===== src/rtl/serial_command_decoder_if.sv =====
// Byte-in / command-out bundle between the UART receiver, the command
// decoder and the rover control logic.
interface serial_command_decoder_if #(
  parameter int MAXLEN = 8
);
  logic [7:0]          rxByte;
  logic                rxValid;
  logic [7:0]          cmdId;
  logic [7:0]          cmdLen;
  logic [MAXLEN*8-1:0] cmdPayload;
  logic                cmdValid;
  logic                errChecksum;
  logic                errLength;
  logic                errTimeout;
  logic                busy;

  modport master (
    output rxByte, rxValid,
    input  cmdId, cmdLen, cmdPayload, cmdValid,
    input  errChecksum, errLength, errTimeout, busy
  );

  modport slave (
    input  rxByte, rxValid,
    output cmdId, cmdLen, cmdPayload, cmdValid,
    output errChecksum, errLength, errTimeout, busy
  );
endinterface


===== src/rtl/serial_command_decoder.sv =====
// Parses SYNC/ID/LEN/payload/XOR-checksum frames from the CPU serial link and
// presents each validated command as a registered word with a one-cycle strobe.
module serial_command_decoder #(
  parameter int          CLKFREQ    = 100_000_000,
  parameter int          TIMEOUT_US = 1000,
  parameter int          MAXLEN     = 8,
  parameter logic [7:0]  SYNCBYTE   = 8'hA5
) (
  input  logic                        sclk,
  input  logic                        rstn,
  serial_command_decoder_if.slave     bus
);

  localparam int TIMEOUT_CYCLES = (CLKFREQ / 1_000_000) * TIMEOUT_US;
  localparam int CNTW           = $clog2(TIMEOUT_CYCLES + 1);
  localparam int IDXW           = $clog2(MAXLEN + 1);
  localparam logic [CNTW-1:0] CNT_TERM = CNTW'(TIMEOUT_CYCLES - 1);

  typedef enum logic [2:0] {
    IDLE, GETID, GETLEN, GETDATA, GETCSUM, DONE
  } state_e;

  state_e                  state_q, state_d;
  logic [7:0]              id_q, id_d;
  logic [7:0]              len_q, len_d;
  logic [MAXLEN-1:0][7:0]  pay_q, pay_d;
  logic [IDXW-1:0]         idx_q, idx_d;
  logic [7:0]              xor_q, xor_d;
  logic [CNTW-1:0]         cnt_q, cnt_d;

  logic [7:0]              cmd_id_q, cmd_id_d;
  logic [7:0]              cmd_len_q, cmd_len_d;
  logic [MAXLEN-1:0][7:0]  cmd_pay_q, cmd_pay_d;
  logic                    cmd_vld_q, cmd_vld_d;
  logic                    err_cs_q, err_cs_d;
  logic                    err_len_q, err_len_d;
  logic                    err_to_q, err_to_d;

  logic in_frame;
  logic timeout_hit;

  assign in_frame = (state_q == GETID) || (state_q == GETLEN) ||
                    (state_q == GETDATA) || (state_q == GETCSUM);

  // Terminal count is judged on the value the counter would take this cycle,
  // so a byte on that same cycle still wins.
  assign timeout_hit = in_frame && !bus.rxValid &&
                       ((cnt_q + CNTW'(1)) == CNT_TERM);

  always_comb begin
    state_d   = state_q;
    id_d      = id_q;
    len_d     = len_q;
    pay_d     = pay_q;
    idx_d     = idx_q;
    xor_d     = xor_q;
    cnt_d     = cnt_q;
    cmd_id_d  = cmd_id_q;
    cmd_len_d = cmd_len_q;
    cmd_pay_d = cmd_pay_q;
    cmd_vld_d = 1'b0;
    err_cs_d  = 1'b0;
    err_len_d = 1'b0;
    err_to_d  = 1'b0;

    if (in_frame) cnt_d = bus.rxValid ? '0 : cnt_q + CNTW'(1);

    unique case (state_q)
      IDLE: begin
        if (bus.rxValid && bus.rxByte == SYNCBYTE) begin
          xor_d   = '0;
          state_d = GETID;
        end
      end
      GETID: begin
        if (bus.rxValid) begin
          id_d    = bus.rxByte;
          xor_d   = xor_q ^ bus.rxByte;
          state_d = GETLEN;
        end
      end
      GETLEN: begin
        if (bus.rxValid) begin
          if (bus.rxByte > 8'(MAXLEN)) begin
            err_len_d = 1'b1;
            state_d   = IDLE;
          end else begin
            // Zero-length frames also latch LEN and clear staging so the
            // committed word never carries a previous frame's payload.
            len_d   = bus.rxByte;
            pay_d   = '0;
            idx_d   = '0;
            xor_d   = xor_q ^ bus.rxByte;
            state_d = (bus.rxByte == 8'd0) ? GETCSUM : GETDATA;
          end
        end
      end
      GETDATA: begin
        if (bus.rxValid) begin
          for (int i = 0; i < MAXLEN; i++)
            if (idx_q == IDXW'(i)) pay_d[i] = bus.rxByte;
          xor_d = xor_q ^ bus.rxByte;
          idx_d = idx_q + IDXW'(1);
          if (8'(idx_q) == len_q - 8'd1) state_d = GETCSUM;
        end
      end
      GETCSUM: begin
        if (bus.rxValid) begin
          if (bus.rxByte == xor_q) begin
            state_d = DONE;
          end else begin
            err_cs_d = 1'b1;
            state_d  = IDLE;
          end
        end
      end
      DONE: begin
        cmd_id_d  = id_q;
        cmd_len_d = len_q;
        cmd_pay_d = pay_q;
        cmd_vld_d = 1'b1;
        state_d   = IDLE;
      end
      default: state_d = IDLE;
    endcase

    if (timeout_hit) begin
      err_to_d = 1'b1;
      state_d  = IDLE;
    end

    if (state_d == IDLE) cnt_d = '0;
  end

  always_ff @(posedge sclk or negedge rstn) begin
    if (!rstn) begin
      state_q   <= IDLE;
      id_q      <= '0;
      len_q     <= '0;
      pay_q     <= '0;
      idx_q     <= '0;
      xor_q     <= '0;
      cnt_q     <= '0;
      cmd_id_q  <= '0;
      cmd_len_q <= '0;
      cmd_pay_q <= '0;
      cmd_vld_q <= 1'b0;
      err_cs_q  <= 1'b0;
      err_len_q <= 1'b0;
      err_to_q  <= 1'b0;
    end else begin
      state_q   <= state_d;
      id_q      <= id_d;
      len_q     <= len_d;
      pay_q     <= pay_d;
      idx_q     <= idx_d;
      xor_q     <= xor_d;
      cnt_q     <= cnt_d;
      cmd_id_q  <= cmd_id_d;
      cmd_len_q <= cmd_len_d;
      cmd_pay_q <= cmd_pay_d;
      cmd_vld_q <= cmd_vld_d;
      err_cs_q  <= err_cs_d;
      err_len_q <= err_len_d;
      err_to_q  <= err_to_d;
    end
  end

  assign bus.cmdId       = cmd_id_q;
  assign bus.cmdLen      = cmd_len_q;
  assign bus.cmdPayload  = cmd_pay_q;
  assign bus.cmdValid    = cmd_vld_q;
  assign bus.errChecksum = err_cs_q;
  assign bus.errLength   = err_len_q;
  assign bus.errTimeout  = err_to_q;
  assign bus.busy        = (state_q != IDLE);

endmodule


===== src/flat_wrapper.sv =====
// flat-port wrapper written by rule: the top's interface ports become plain ports
module serial_command_decoder_flat 
#(
  parameter int          CLKFREQ    = 100_000_000,
  parameter int          TIMEOUT_US = 1000,
  parameter int          MAXLEN     = 8,
  parameter logic [7:0]  SYNCBYTE   = 8'hA5
)
  (sclk, rstn, bus_rxByte, bus_rxValid, bus_cmdId, bus_cmdLen, bus_cmdPayload, bus_cmdValid, bus_errChecksum, bus_errLength, bus_errTimeout, bus_busy);
  serial_command_decoder_if #(.MAXLEN(MAXLEN)) bus_i ();
  input  logic sclk;
  input  logic rstn;
  input wire logic [$bits(bus_i.rxByte)-1:0] bus_rxByte;
  input wire logic [$bits(bus_i.rxValid)-1:0] bus_rxValid;
  output wire logic [$bits(bus_i.cmdId)-1:0] bus_cmdId;
  output wire logic [$bits(bus_i.cmdLen)-1:0] bus_cmdLen;
  output wire logic [$bits(bus_i.cmdPayload)-1:0] bus_cmdPayload;
  output wire logic [$bits(bus_i.cmdValid)-1:0] bus_cmdValid;
  output wire logic [$bits(bus_i.errChecksum)-1:0] bus_errChecksum;
  output wire logic [$bits(bus_i.errLength)-1:0] bus_errLength;
  output wire logic [$bits(bus_i.errTimeout)-1:0] bus_errTimeout;
  output wire logic [$bits(bus_i.busy)-1:0] bus_busy;
  assign bus_i.rxByte = bus_rxByte;
  assign bus_i.rxValid = bus_rxValid;
  assign bus_cmdId = bus_i.cmdId;
  assign bus_cmdLen = bus_i.cmdLen;
  assign bus_cmdPayload = bus_i.cmdPayload;
  assign bus_cmdValid = bus_i.cmdValid;
  assign bus_errChecksum = bus_i.errChecksum;
  assign bus_errLength = bus_i.errLength;
  assign bus_errTimeout = bus_i.errTimeout;
  assign bus_busy = bus_i.busy;
  serial_command_decoder #(.CLKFREQ(CLKFREQ), .TIMEOUT_US(TIMEOUT_US), .MAXLEN(MAXLEN), .SYNCBYTE(SYNCBYTE)) u_core (.sclk(sclk), .rstn(rstn), .bus(bus_i));
endmodule

===== config.mk =====
export PLATFORM = sky130hd
export DESIGN_NAME = serial_command_decoder_flat
export DESIGN_NICKNAME = d
export VERILOG_FILES = /design/src/rtl/serial_command_decoder_if.sv /design/src/rtl/serial_command_decoder.sv /design/src/flat_wrapper.sv
export SDC_FILE = /design/constraint.sdc
export NUM_CORES = 1
export LEC_CHECK = 0
export CAP_MARGIN = 25
export CORE_ASPECT_RATIO = 2
export CORE_MARGIN = 8
export CORE_UTILIZATION = 61
export CTS_CLUSTER_SIZE = 12
export DETAILED_ROUTE_END_ITERATION = 16
export PLACE_DENSITY = 0.93
export SKIP_LAST_GASP = 1
export SLEW_MARGIN = 20
export SYNTH_ARGS = -nofsm -noshare
export SYNTH_HDL_FRONTEND = slang
export SYNTH_SLANG_ARGS = --single-unit

===== constraint.sdc =====
create_clock -name sclk -period 3.3 [get_ports sclk]
set_input_delay 0.825 -clock sclk [delete_from_list [all_inputs] [get_ports sclk]]
set_output_delay 0.825 -clock sclk [all_outputs]
set_load 0.1 [all_outputs]

=== Word-level counts from Yosys, hierarchy flattened ===
Cells that the tools add are included.

* Flip-flop bits (word level): 196
* Bits in latches: 0
* Memory bits (writable): 0
* ROM bits: 0
* Input bits: 11
* Memories kept: 0

* $add $sub $neg: 3
* Multipliers: 0
* Div/mod/pow operators: 0
* Order comparisons: 1
* Equal/unequal tests: 29
* Shift-type cells: 0
* Mux-type cells: 43
* Bitwise gates (word level): 2
* Reductions and logical operators: 28

{| class="wikitable"
|+ Operators by type and width
! cell !! count
|-
| 64-bit two-way mux || 3
|-
| 64-bit one-hot mux with 2 select lines || 1
|-
| 8-bit two-way mux || 12
|-
| 17-bit two-way mux || 3
|-
| 5-bit AND reduction || 9
|-
| 3-bit two-way mux || 10
|-
| 8-bit one-hot mux with 3 select lines || 1
|-
| 2-bit inequality test (second input constant) || 11
|-
| 17-bit by 1-bit adder with 17-bit output (second input constant) || 1
|-
| 17-bit == test (second input constant) || 1
|-
| 4-bit by 3-bit == test with 1-bit output (second input constant) || 4
|-
| 3-bit one-hot mux with 5 select lines || 1
|-
| 4-bit two-way mux || 3
|-
| 4-bit by 2-bit == test with 1-bit output (second input constant) || 2
|-
| 4-bit by 8-bit == test with 1-bit output || 1
|-
| 8-bit == test || 1
|-
| 8-bit == test (second input constant) || 1
|-
| 8-bit by 4-bit > comparator with 1-bit output (second input constant) || 1
|-
| 8-bit logical NOT || 1
|-
| 1-bit two-way mux || 8
|-
| 4-bit one-hot mux with 2 select lines || 1
|-
| 8-bit by 1-bit subtractor with 8-bit output (second input constant) || 1
|-
| 8-bit XOR || 1
|-
| 3-bit by 2-bit == test with 1-bit output (second input constant) || 2
|-
| 17 further kinds || 26
|}

=== Logic depth before layout (Yosys ltp) ===
* Depth after elaboration: 9
* Depth in mapped cells: 9
* Gate-level depth less buffers: 7

=== Worst setup path before layout ===
Ideal clock, no wire load.

* Path type: register to register
* From: register u_core.state_q[0]
* To: register u_core.cnt_q[0]
* Library setup time: 0.139 ns
* Arrival: 2.540 ns
* Required time: 3.161 ns
* Path slack: 0.621 ns
* Cell stages (with the launch flop): 9
* Path buffers: 2
* Cell sequence: dfrtp_1 or3_1 clkbuf_1 nand3b_1 nor4_1 nand3_1 o31ai_4 buf_6 nor3_2

* Cells in the longest elaborated chain, start to end: 9

{| class="wikitable"
|+ Ends and longest elaborated chain
! what !! line !! RTL
|-
| start, declared || serial_command_decoder.sv:23 || <nowiki>state_e state_q, state_d;</nowiki>
|-
| start signal, assigned || serial_command_decoder.sv:152 || <nowiki>state_q <= state_d;</nowiki>
|-
| 3-bit by 1-bit == test with 1-bit output / 3-bit by 2-bit == test with 1-bit output (equally long branches) || serial_command_decoder.sv:42, serial_command_decoder.sv:68 ||
|-
| 1-bit logical OR (2 in a row) || serial_command_decoder.sv:42 || <nowiki>assign in_frame = (state_q == GETID) || (state_q == GETLEN) ||</nowiki>
|-
| 1-bit logical OR || serial_command_decoder.sv:43 || <nowiki>(state_q == GETDATA) || (state_q == GETCSUM);</nowiki>
|-
| 1-bit logical AND (2 in a row) || serial_command_decoder.sv:47 || <nowiki>assign timeout_hit = in_frame && !bus.rxValid &&</nowiki>
|-
| 3-bit two-way mux || serial_command_decoder.sv:127 || <nowiki>if (timeout_hit) begin</nowiki>
|-
| 3-bit logical NOT || serial_command_decoder.sv:132 || <nowiki>if (state_d == IDLE) cnt_d = '0;</nowiki>
|-
| 17-bit two-way mux / 2-bit nonzero test (equally long branches) || n/a ||
|-
| end signal, assigned || serial_command_decoder.sv:158 || <nowiki>cnt_q <= cnt_d;</nowiki>
|-
| end, declared || serial_command_decoder.sv:29 || <nowiki>logic [CNTW-1:0] cnt_q, cnt_d;</nowiki>
|}

Several ways; a longest one is shown, not always the timed one.
A chain may end at the register's enable or synchronous reset.

=== Worst setup path after layout ===
* From: input bus_rxByte[2]
* To: register u_core.pay_q[14] in the netlist's numbering

* Cells in the longest elaborated chain, start to end: 3

{| class="wikitable"
|+ Ends and longest elaborated chain
! what !! line !! RTL
|-
| start, declared || flat_wrapper.sv:13 || <nowiki>input wire logic [$bits(bus_i.rxByte)-1:0] bus_rxByte;</nowiki>
|-
| 8-bit by 4-bit > comparator with 1-bit output || serial_command_decoder.sv:84 || <nowiki>if (bus.rxByte > 8'(MAXLEN)) begin</nowiki>
|-
| 2-bit inequality test (no line) || n/a ||
|-
| 5-bit AND reduction (no line) || n/a ||
|-
| end signal, assigned || serial_command_decoder.sv:155 || <nowiki>pay_q <= pay_d;</nowiki>
|-
| end, declared || serial_command_decoder.sv:26 || <nowiki>logic [MAXLEN-1:0][7:0] pay_q, pay_d;</nowiki>
|}

Every way passes these cells.

==> reports/summary.log <==
qor: die.dieHeight 186 microns
qor: route.drc 0
qor: synth.syn-cell-area 8770 sq um
qor: global_routing.grt.total_usage 0.228
qor: die.floorplan.io_pins 96
qor: route.dr_total_vias 5978
qor: global_routing.first_global_vias 6276
qor: setup_path.crit_fanout 9
qor: route.route.met2.wl 10200 microns
qor: synth.yosysTopAreaCellShare 0.559
qor: die.die-area 18700 sq um
qor: clock_tree.clock_path_buffers 2
qor: clock_tree.cts.sink_count 196
qor: run_status.status finished clean
qor: route.post_drt_via_cell_ratio 5.99
qor: setup_path.crit_path_top_delay_cell sky130_fd_sc_hd__clkdlybuf4s50_1
qor: route.postRouteAntennaNets 0
qor: setup_path.path_delay_family compound AO/OA/AOI/OAI gates
qor: route.drt_wl_total 20300 microns
qor: synth.synthSimpleGateAreaFrac 0.120
qor: synth.synth-seq-cells 196
qor: power_and_ir_drop.static-leakage-power 5.15 nW
qor: setup_path.worst_setup_path_start_kind input port
qor: sta.fin_crit 2.95 ns
qor: layout.layout-area-overhead-vs-synth 18.8%
qor: synth.synth_common_cells sky130_fd_sc_hd__dfrtp_1, sky130_fd_sc_hd__mux2_2, sky130_fd_sc_hd__nand2_1
qor: route.drt-initial-drc-count 456
qor: placement.dp.cells 966
qor: synth.post_synth.cell_area_avg 12.6 sq um
qor: power_and_ir_drop.worst_ir_drop_vdd 0.526 mV
qor: setup_path.cp_cell_sequence clkdlybuf4s50_1, o31ai_1, and2_1, o211ai_2, buf_4, a21oi_2, mux2_2
qor: setup_path.cp_data_required_time 3.62 ns
qor: synth.post_synth_main_area_contributors sky130_fd_sc_hd__dfrtp_1, sky130_fd_sc_hd__mux2_2, sky130_fd_sc_hd__nand2_1
qor: die.core_area 14200 sq um
qor: clock_tree.cts-hold-fix-buffers 0
qor: clock_tree.clock_tree.htree_level_count 4
qor: sta.finalClockSkew 0.0110 ns
qor: power_and_ir_drop.finalPower 4.60 mW
qor: sta.timing.fmax 339 MHz
qor: clock_tree.number_of_instances_resized_during_post_cts_repair 0
qor: synth.synth-compound-area-share 0.0612
qor: route.highest_signal_layer met4
qor: hold_path.hold_class in -> async
qor: layout.layout-drive-gt1-share 0.400
qor: synth.synth_cell_type_count 56
qor: clock_tree.clock_insertion_delay_at_the_later_pin_of_the_skew_report 0.44 ns
qor: clock_tree.worst_setup_hold_path_clk_slew 0.07 ns
qor: die.placement_rows 62
qor: setup_path.worst-setup-path-type in -> reg
qor: synth.synthMostInstantiatedCell sky130_fd_sc_hd__dfrtp_1
qor: synth.yosysTopAreaCell sky130_fd_sc_hd__dfrtp_1
qor: synth.number_of_enable_flip_flop_cells_after_synthesis 0
qor: sta.rsz_0062_raised_after_global_routing false
qor: synth.synth-warning-count 0
qor: sta.report.final.hold_viol_count 0
qor: route.drt-pass1-iter-count 6
qor: sta.setup_violations 0
qor: setup_path.worstPathArrival 3.27 ns
qor: setup_path.cp_num_buf_inv 2
qor: layout.final_core_utilization 0.734
qor: synth.ys_dominant_reg_cell sky130_fd_sc_hd__dfrtp_1
qor: synth.mux_cell_area_share_after_synthesis 0.202
qor: sta.fin_crit_sh 0.895
qor: power_and_ir_drop.power_density 441 nW/um^2
qor: clock_tree.cts_buffers 17
qor: synth.synth_fa_ha_area_frac 0.00999
qor: setup_path.delay_of_the_slowest_cell_on_the_worst_path 0.58 ns
qor: layout.finish.instance_area 10400 sq um
qor: placement.globalplace.congestion 0.885
qor: global_routing.antenna_found_initial 0
qor: sta.tightest_slew 0.827 ns
qor: layout.antenna_diode_count 0
qor: synth.synth.yosys.seq_area_share 0.559
qor: sta.maxSlewViolCount 0
qor: placement.place.port_buffers 95
qor: global_routing.grt_start_max_net_pins 101
qor: route.wirelength_met1 8200 microns
qor: die.floorplan.initialDensity 0.618
qor: global_routing.grt_overflow_total 0
qor: synth.largest_family_of_logic_cells_by_synthesized_area multiplexers
qor: route.wire_per_inst 20.3 microns
qor: route.detailroute.wirelength.met3 1360 microns
qor: synth.fraction_of_synthesized_cell_area_in_xor_and_xnor_cells 0.0210
qor: layout.non_filler_instance_count_after_layout 998
qor: synth.net_count_synth 715
qor: placement.hpwl 13000 microns
qor: global_routing.wire_length_of_the_first_global_routing_pass 33100 microns
qor: synth.synthCells 697
qor: die.fp.dieW 101 microns
qor: placement.postPlaceCellArea 9820 sq um
qor: sta.timing.slew.headroom 0.449
qor: flow_run.max_cap_violations 0
qor: layout.nNetsFinal 812
qor: setup_path.timing.critical_path.to_type register
qor: clock_tree.cts.repair_timing.setup_buffer_count 0
qor: clock_tree.ctsRootBufferMaster sky130_fd_sc_hd__clkbuf_16
qor: clock_tree.tritoncts yes
qor: synth.synth_async_sr_flop_share 1.00
qor: sta.worst_case_hold_slack 0.468 ns
sequential cells by signal (all words and copies together) (netlist names), 3 cells and up:
name                   count
u_core.idx_q               4
u_core.id_q                8
u_core.state_q             3
u_core.xor_q               8
u_core.cnt_q              17
u_core.len_q               8
u_core.bus.cmdId           8
u_core.bus.cmdPayload     64
u_core.pay_q              64
u_core.bus.cmdLen          8
stage by stage:
step | TNS (ns) | setup slack [ns]
after floorplan | 0 | 0.621
after global placement | -0.148 | -0.0266
after detailed placement | -0.837 | -0.0982
after CTS | 0 | 0.280
after global routing | 0 | 0.243
final | 0 | 0.346
per-layer routing:
layer | vias to the layer above | GRT usage
met5 | - | 0
met1 | 3066 | 0.282
li1 | 2645 | -
met4 | 0 | 0.0860
met2 | 227 | 0.376
met3 | 40 | 0.0540
layout make-up:
class	instances	area, sq um
tap	192	240
clock buffer	17	425
timing repair buffer	121	1000
inverter	11	41.3
multi-input combinational	447	3640
sequential	196	4900
fill	880	3780
clock inverter	14	161
cells by family (layout without fill, tap and decap cells):
kind of cell | after synthesis | in the layout
AO/OA/AOI/OAI | 71 | 71
XOR/XNOR | 21 | 21
adder cells (fa/ha/maj) | 7 | 7
buffers and inverters | 54 | 163
flip-flops | 196 | 196
multiplexers | 158 | 158
AND/OR/NAND/NOR | 190 | 190
worst paths after layout:
kind                                                       start                               end  slack, ns  depth (start not counted)
max in group asynchronous                                   rstn       u_core.pay_q[1]$_DFFE_PN0P_       2.02                          2
worst min-delay path                                        rstn      u_core.cnt_q[10]$_DFFE_PN0P_       0.47                          1
worst min register to register  u_core.bus.cmdLen[7]$_DFFE_PN0P_  u_core.bus.cmdLen[7]$_DFFE_PN0P_       0.48                          2
worst max register to register       u_core.cnt_q[1]$_DFFE_PN0P_       u_core.state_q[1]$_DFF_PN0_       0.66                          8
min in group sclk               u_core.bus.cmdLen[7]$_DFFE_PN0P_  u_core.bus.cmdLen[7]$_DFFE_PN0P_       0.48                          2
worst max-delay path                               bus_rxByte[2]      u_core.pay_q[14]$_DFFE_PN0P_       0.35                          7
worst reg2reg max path, delay by kind of cell, from the launching register on:
kind	cells	cell delay [ns]
and+or+nand+nor	2	0.69
AOI/OAI and AO/OA	3	0.57
DFF	1	0.44
muxes	1	0.31
adders and majority gates	1	0.30
buffers and inverters	1	0.19
report_power, final:
| group | switching (mW) | total [mW] | internal (mW) |
|---|---|---|---|
| combinational | 0.0801 | 0.119 | 0.0386 |
| sequential | 0.00363 | 2.41 | 2.41 |
| clock | 0.992 | 2.07 | 1.07 |
cell usage in the layout, fill, tap and decap left out, types with 9 or more instances in the layout:
cell and count:
sky130_fd_sc_hd__xor2_1 13, sky130_fd_sc_hd__nor2_1 33, sky130_fd_sc_hd__o21ai_0 18, sky130_fd_sc_hd__a21oi_1 17, sky130_fd_sc_hd__mux2_2 150, sky130_fd_sc_hd__inv_1 11
sky130_fd_sc_hd__nand3b_1 10, sky130_fd_sc_hd__nand2_1 54, sky130_fd_sc_hd__clkbuf_16 17, sky130_fd_sc_hd__nand3_1 9, sky130_fd_sc_hd__dfrtp_1 196, sky130_fd_sc_hd__nor3_1 11
sky130_fd_sc_hd__buf_4 105, sky130_fd_sc_hd__and2_1 14, sky130_fd_sc_hd__clkdlybuf4s50_1 9
(Power assumes the default switching activity.)
